$ cat src/rtl/updown_counter.sv
// Loadable up/down counter with a clamped step, a programmable modulus and a wrap/saturate mode.
// Boundary crossings raise a one-cycle evt pulse and a sticky flag that stays set until cleared.
module updown_counter #(
    parameter int unsigned      WIDTH   = 32,
    parameter logic [WIDTH-1:0] INIT    = '0,
    parameter logic [WIDTH-1:0] MAX_VAL = {WIDTH{1'b1}}
) (
    input  logic             clk,
    input  logic             rst,
    input  logic             en,
    input  logic             up,
    input  logic             sat,
    input  logic [WIDTH-1:0] step,
    input  logic             load,
    input  logic [WIDTH-1:0] load_val,
    input  logic             clr_sticky,
    output logic [WIDTH-1:0] count,
    output logic             evt,
    output logic             evt_sticky,
    output logic             at_max,
    output logic             at_zero
);

    localparam logic [WIDTH:0] ONE_W   = {{WIDTH{1'b0}}, 1'b1};
    localparam logic [WIDTH:0] MAX_W   = {1'b0, MAX_VAL};
    localparam logic [WIDTH:0] MODULUS = MAX_W + ONE_W;

    logic [WIDTH-1:0] count_reg, count_next;
    logic             evt_reg, evt_next;
    logic             sticky_reg, sticky_next;

    logic [WIDTH-1:0] step_clamped;
    logic [WIDTH-1:0] load_clamped;
    logic [WIDTH:0]   up_sum;
    logic [WIDTH:0]   up_wrapped;
    logic [WIDTH:0]   down_diff;
    logic [WIDTH:0]   down_wrapped;
    logic             overflow;
    logic             underflow;
    logic             crossing;

    // All arithmetic is done one bit wider so the modulus and the carry are never truncated.
    always_comb begin
        step_clamped = (step > MAX_VAL) ? MAX_VAL : step;
        load_clamped = (load_val > MAX_VAL) ? MAX_VAL : load_val;
        up_sum       = {1'b0, count_reg} + {1'b0, step_clamped};
        up_wrapped   = up_sum - MODULUS;
        down_diff    = {1'b0, count_reg} - {1'b0, step_clamped};
        down_wrapped = {1'b0, count_reg} + MODULUS - {1'b0, step_clamped};
        overflow     = (up_sum > MAX_W);
        underflow    = (step_clamped > count_reg);
    end

    always_comb begin
        count_next = count_reg;
        crossing   = 1'b0;
        if (load) begin
            count_next = load_clamped;
        end else if (en) begin
            if (up) begin
                if (overflow) begin
                    crossing   = 1'b1;
                    count_next = sat ? MAX_VAL : up_wrapped[WIDTH-1:0];
                end else begin
                    count_next = up_sum[WIDTH-1:0];
                end
            end else begin
                if (underflow) begin
                    crossing   = 1'b1;
                    count_next = sat ? '0 : down_wrapped[WIDTH-1:0];
                end else begin
                    count_next = down_diff[WIDTH-1:0];
                end
            end
        end
        evt_next    = crossing;
        // A crossing in the same cycle as a clear keeps the flag set.
        sticky_next = crossing | (sticky_reg & ~clr_sticky);
    end

    always_ff @(posedge clk or negedge rst) begin
        if (!rst) begin
            count_reg  <= INIT;
            evt_reg    <= 1'b0;
            sticky_reg <= 1'b0;
        end else begin
            count_reg  <= count_next;
            evt_reg    <= evt_next;
            sticky_reg <= sticky_next;
        end
    end

    assign count      = count_reg;
    assign evt        = evt_reg;
    assign evt_sticky = sticky_reg;
    assign at_max     = (count_reg == MAX_VAL);
    assign at_zero    = (count_reg == '0);

endmodule

$ cat config.mk
export PLATFORM = sky130hd
export DESIGN_NAME = updown_counter
export DESIGN_NICKNAME = d
export VERILOG_FILES = /design/src/rtl/updown_counter.sv
export SDC_FILE = /design/constraint.sdc
export NUM_CORES = 1
export LEC_CHECK = 0
export ABC_AREA = 1
export CAP_MARGIN = 5
export CORE_UTILIZATION = 35
export DETAILED_ROUTE_END_ITERATION = 8
export PLACE_DENSITY = 0.62
export SYNTH_ARGS = -nofsm -noshare
export SYNTH_HDL_FRONTEND = slang
export SYNTH_SLANG_ARGS = --single-unit
$ cat constraint.sdc
create_clock -name clk -period 4.29 [get_ports clk]
set_clock_uncertainty 0.2 [all_clocks]
set_input_delay 0.858 -clock clk [delete_from_list [all_inputs] [get_ports clk]]
set_output_delay 0.858 -clock clk [all_outputs]
set_load 0.01 [all_outputs]
== Word level (Yosys, flattened, before mapping) ==
Cells that the tools add are included.

* Add/sub/neg operators: 5
* Order comparisons: 4
* Equality and inequality tests: 1
* Mux-type cells: 14
* Bitwise gates (word level): 3
* Reduce and logical (&&, ||, !) cells: 2

{| class="wikitable"
|+ Operators by type and width
! operator !! number
|-
| 32-bit two-way mux || 9
|-
| 32-bit > comparator, second input constant || 2
|-
| 32-bit subtractor || 2
|-
| 32-bit by 32-bit adder with 33-bit output || 1
|-
| 33-bit by 32-bit > comparator with 1-bit output, second input constant || 1
|-
| 32-bit by 1-bit adder with 32-bit output, second input constant || 1
|-
| 32-bit equality test, second input constant || 1
|-
| 32-bit > comparator || 1
|-
| 32-bit logical NOT || 1
|-
| 32-bit by 1-bit subtractor with 32-bit output, second input constant || 1
|-
| 1-bit two-way mux || 5
|-
| 2-bit nonzero test || 1
|-
| 1-bit AND || 1
|-
| 1-bit inverter || 1
|-
| 1-bit bitwise OR || 1
|}

* Register bits: 34
* Input port bits: 71
* Output and inout bits: 36
* Logic and storage cells: 32

== Logic depth before layout (Yosys ltp) ==
* Depth in word-level cells: 9
* Gate-level depth with buffers: 19
* Gate-level depth less buffers: 18

== Least setup slack after synthesis ==
No wires, ideal clock.

* Path type: input to register
* Start point: in step[0]
* End point: reg count_reg[21], in the netlist count[21]
* Setup time: 0.067 ns
* Arrival time: 2.629 ns
* Data required time: 4.023 ns
* Slack: 1.394 ns
* Cell stages on the path: 17
* Buffers on the path: 1
* Cells stage by stage: ha_1 > fa_1 > nand3b_1 > nand2_2 > nand2_1 > nand2_2 > nand2_2 > nand2_2 > nand2_4 > nand3_4 > nand2_4 > inv_2 > buf_6 > nand3_1 > nand2_1 > nand2_1 > nand2_1

* Word-level cells in the longest chain between the ends: 9
* Elaborated cells on any way between the ends: 15
* Classes of those cells: 4 x add/sub; 3 x order compare; 8 x mux

{| class="wikitable"
|+ Ends and longest elaborated chain
! item !! RTL line !! RTL
|-
| start: declaration || 13 || <nowiki>input logic [WIDTH-1:0] step,</nowiki>
|-
| 32-bit > comparator || 44 || <nowiki>step_clamped = (step > MAX_VAL) ? MAX_VAL : step;</nowiki>
|-
| 32-bit two-way mux * || 44 ||
|-
| 32-bit by 32-bit adder with 33-bit output || 46 || <nowiki>up_sum = {1'b0, count_reg} + {1'b0, step_clamped};</nowiki>
|-
| 32-bit by 1-bit subtractor with 32-bit output || 47 || <nowiki>up_wrapped = up_sum - MODULUS;</nowiki>
|-
| 32-bit two-way mux || 63 || <nowiki>count_next = sat ? MAX_VAL : up_wrapped[WIDTH-1:0];</nowiki>
|-
| 32-bit two-way mux || 61 || <nowiki>if (overflow) begin</nowiki>
|-
| 32-bit two-way mux * || 60 || <nowiki>if (up) begin</nowiki>
|-
| 32-bit two-way mux * || 59 || <nowiki>end else if (en) begin</nowiki>
|-
| 32-bit two-way mux * || 57 || <nowiki>if (load) begin</nowiki>
|-
| end signal: assignment || 87 || <nowiki>count_reg <= count_next;</nowiki>
|-
| end: declaration || 28 || <nowiki>logic [WIDTH-1:0] count_reg, count_next;</nowiki>
|}

Every way passes the cells marked *; elsewhere a longest branch is shown, timed or not. The select of a mux whose other input is x is not followed.
A chain may end at the register's enable or synchronous reset.

== Worst setup path in the final report ==
* Start point: in step[0]
* End point: reg count_reg[31], in the netlist count[31]

Same word-level chain as after synthesis.

==> reports/results.md <==
| Parameter | Reported | Unit |
|:---|:---|:---|
| Run status | complete, no violations | - |
| Area share of the leading cell type in the synthesized netlist | 0.241 | - |
| Cells after synthesis | 1302 | - |
| Die width | 146 | um |
| Post-CTS Setup Inserts | 0 | - |
| Part of the Yosys area used for sequential elements | 0.117 | - |
| NumNets Final | 1522 | - |
| Height of the die | 146 | um |
| Post-synthesis net count | 1439 | - |
| WHS | 0.338 | ns |
| Yosys reg bits | 34 | - |
| Largest area contributor in the synthesized netlist | sky130_fd_sc_hd__nand2_1 | - |
| Pwr per Cell Area | 337 | mW/mm^2 |
| Number of buffers added to fix hold violations after cts | 0 | - |
| Lkg Pwr | 4.78 | nW |
| Worst Reg-to-Reg Cells | 17 | - |
| Sum of routed wire length over all layers | 29600 | um |
| Post-route worst setup slack | 0.564 | ns |
| Initial core utilization | 0.358 | - |
| Slew Limit Headroom | 0.387 | - |
| CTS root buf | sky130_fd_sc_hd__clkbuf_16 | - |
| Netlist area before placement | 0.00725 | sq mm |
| H-tree levels | 2 | - |
| Category of the worst setup path capture point | flop | - |
| CTS tree | done | - |
| Count of distinct cell types in the synthesized netlist | 39 | - |
| Sum of overflow across all layers after global routing | 0 | - |
| Crit. Startpoint | step[0] | - |
| Initial antenna violation count | 0 | - |
| DP Cell Count | 1648 | - |
| Count of final setup violators | 0 | - |
| Share of the core filled with cells in the final layout | 0.425 | - |
| Routability cong. | 0.986 | - |
| Clock Tree Buf Depth | 2 | - |
| Capture point of the worst path | count[31]$_DFFE_PN0P_ | - |
| Maximum number of pins on one net before global-route repair | 40 | - |
| PostCTS Resize Cnt | 0 | - |
| Post-synthesis area per instance | 5.57 | sq um |
| Synthesis Warnings | 0 | - |
| Sum of negative setup slack | 0 | ns |
| Iteration-0 DRC Markers | 888 | - |
| Max reg flops | 32 | - |
| Via density per instance | 5.14 | - |
| Count of vias placed by the detailed router | 8509 | - |
| Number of top-level pins | 107 | - |
| Most common library cell in the layout ignoring fill and taps | sky130_fd_sc_hd__nand2_1 | - |
| Crit Reg-Reg Startpoint | count[0]$_DFFE_PN0P_ | - |
| Std-Cell Rows | 52 | - |
| Critical path peak fanout | 21 | - |
| Clock-pin slew on the worst setup and hold paths | 0.07 | ns |
| Number of antenna repair diodes | 0 | - |
| Total half-perimeter wirelength after legalization and detailed placement | 24600 | um |
| Inserted Clock Buffers | 5 | - |
| Worst min-delay path startpoint | evt_sticky$_DFF_PN0_ | - |
| Wire length of the first global-routing pass | 45700 | um |
| Endpoints failing hold | 0 | - |
| Count of pins over their slew limit | 0 | - |
| Critical register-to-register path endpoint | count[31]$_DFFE_PN0P_ | - |
| Launching element type of the critical path | primary input | - |
| Area growth, synth to finish | 18.8 | % |
| Most frequent cells in the layout | 466 x sky130_fd_sc_hd__nand2_1, 216 x sky130_fd_sc_hd__inv_1, 114 x sky130_fd_sc_hd__nor2_1, 105 x sky130_fd_sc_hd__clkdlybuf4s50_1, 92 x sky130_fd_sc_hd__nand3_1 | - |
| Critical path data arrival time | 3.76 | ns |
| Average routed wire per standard cell | 17.9 | um |
| TritonRoute pass-1 iters | 5 | - |
| Overall routing resource usage | 0.281 | - |
| Residual DRC count | 0 | - |
| Dpl cell area | 0.00843 | sq mm |
| Count of max-cap constraint violations | 0 | - |
| Type of the most critical hold path | reg -> reg | - |
| Final Critical Period | 3.73 | ns |
| Post-DRT Antenna Nets | 0 | - |
| Slew at the pin with the worst max-slew slack | 0.919 | ns |
| Design area | 0.00860 | sq mm |
| Category of the most critical setup path | in -> reg | - |
| Worst-case setup slack after placement | 0.329 | ns |
| Via count of the first global-routing pass | 7978 | - |
| Layout cells sized above 1 | 0.0620 | - |
| Leading post-synthesis cells by cell area | sky130_fd_sc_hd__nand2_1 24%, sky130_fd_sc_hd__dfrtp_1 12%, sky130_fd_sc_hd__inv_1 11% | - |
| Latest clock arrival within the worst-skew pair | 0.30 | ns |
| Final Non-Filler Cells | 1656 | - |
| Crit path required time | 4.33 | ns |
| Post-layout total power | 2.90 | mW |
| Max Fclk | 268 | MHz |
| Count of buffers from port buffering | 106 | - |
| Final Cycle Share | 0.869 | - |
| Clock sink count | 34 | - |
| Worst reg-to-reg setup slack | 1.06 | ns |
| Unrepaired setup endpoints after global routing | false | - |
| Highest ir drop seen on vdd | 0.000198 | V |
| Die outline area | 0.0213 | sq mm |
| Core Footprint | 0.0202 | sq mm |
## kinds of logic after synthesis
logic type	Yosys count	synth area share
AOI/OAI and AO/OA	132	0.109
xor gates and xnor gates	31	0.0375
adders and majority gates	66	0.116
buffers and inverters	274	0.164
DFF	34	0.117
and+or+nand+nor	765	0.456
## synthesized netlist by cell type
cell type and instances:
sky130_fd_sc_hd__nand2_1 466, sky130_fd_sc_hd__inv_1 216, sky130_fd_sc_hd__nor2_1 115, sky130_fd_sc_hd__nand3_1 92, sky130_fd_sc_hd__ha_1 64, sky130_fd_sc_hd__a21oi_1 52, sky130_fd_sc_hd__dfrtp_1 34, sky130_fd_sc_hd__xor2_1 27
sky130_fd_sc_hd__nand4_1 23, sky130_fd_sc_hd__o21ai_0 23, sky130_fd_sc_hd__a22oi_1 20, sky130_fd_sc_hd__buf_4 15, sky130_fd_sc_hd__nand2_2 14, sky130_fd_sc_hd__o21bai_1 13, sky130_fd_sc_hd__a21oi_2 12, sky130_fd_sc_hd__buf_6 12
sky130_fd_sc_hd__nor3_1 12, sky130_fd_sc_hd__nor4_1 12, sky130_fd_sc_hd__buf_2 11, sky130_fd_sc_hd__inv_2 11, sky130_fd_sc_hd__o21ai_1 10, sky130_fd_sc_hd__clkbuf_1 8, sky130_fd_sc_hd__nand2_4 8, sky130_fd_sc_hd__nand3b_1 4
sky130_fd_sc_hd__nor2_2 4, sky130_fd_sc_hd__nor2_4 4, sky130_fd_sc_hd__xnor2_1 4, sky130_fd_sc_hd__and2_1 3, sky130_fd_sc_hd__fa_1 2, sky130_fd_sc_hd__nor3_2 2, sky130_fd_sc_hd__a21o_1 1, sky130_fd_sc_hd__and2_2 1
sky130_fd_sc_hd__and3_1 1, sky130_fd_sc_hd__clkinv_1 1, sky130_fd_sc_hd__nand3_2 1, sky130_fd_sc_hd__nand3_4 1, sky130_fd_sc_hd__nor3_4 1, sky130_fd_sc_hd__o211ai_1 1, sky130_fd_sc_hd__or2_2 1
## critical path, stage by stage
cell                              delay [ns]
sky130_fd_sc_hd__clkdlybuf4s50_1        0.44
sky130_fd_sc_hd__ha_1                   0.24
sky130_fd_sc_hd__fa_1                   0.42
sky130_fd_sc_hd__nand3b_1               0.19
sky130_fd_sc_hd__nand2_2                0.13
sky130_fd_sc_hd__nand2_1                0.07
sky130_fd_sc_hd__nand2_2                0.14
sky130_fd_sc_hd__nand2_2                0.07
sky130_fd_sc_hd__nand2_2                0.11
sky130_fd_sc_hd__nand2_4                0.07
sky130_fd_sc_hd__nand3_4                0.09
sky130_fd_sc_hd__nand2_4                0.12
sky130_fd_sc_hd__inv_2                  0.38
sky130_fd_sc_hd__nand3_1                0.19
sky130_fd_sc_hd__nand2_1                0.12
sky130_fd_sc_hd__nand2_1                0.05
sky130_fd_sc_hd__nand2_1                0.07
## final cells by class
class                   count  area [sq um]
clock buffers               5           125
clock inverters             3          45.0
fillers                  2284         11600
inverters                 228           856
multi-input cells         994          5210
flip-flops and latches     34           851
well taps                 270           338
repair buffers            122          1180
## how the worst min path moves through the flow
stage / to / cells after the start
2_1_floorplan: count[0]$_DFFE_PN0P_ / 0
3_3_place_gp: evt_sticky$_DFF_PN0_ / 2
3_5_place_dp: evt_sticky$_DFF_PN0_ / 2
4_1_cts: evt_sticky$_DFF_PN0_ / 2
5_1_grt: evt_sticky$_DFF_PN0_ / 2
6_report: evt_sticky$_DFF_PN0_ / 2
## per-layer routing
layer,up-vias,GRT usage,routed length (um)
li1,4218,-,-
met2,352,0.422,12400
met4,0,0.0689,580
met5,-,0,0
met1,3911,0.427,14400
met3,28,0.0232,2200
## power breakdown
| group | total, mW | internal (mW) | switching [mW] |
|---|---|---|---|
| Sequential | 0.485 | 0.369 | 0.116 |
| Clock | 0.447 | 0.275 | 0.172 |
| Combinational | 1.97 | 0.681 | 1.29 |
Power figures use the tool's default switching activity.
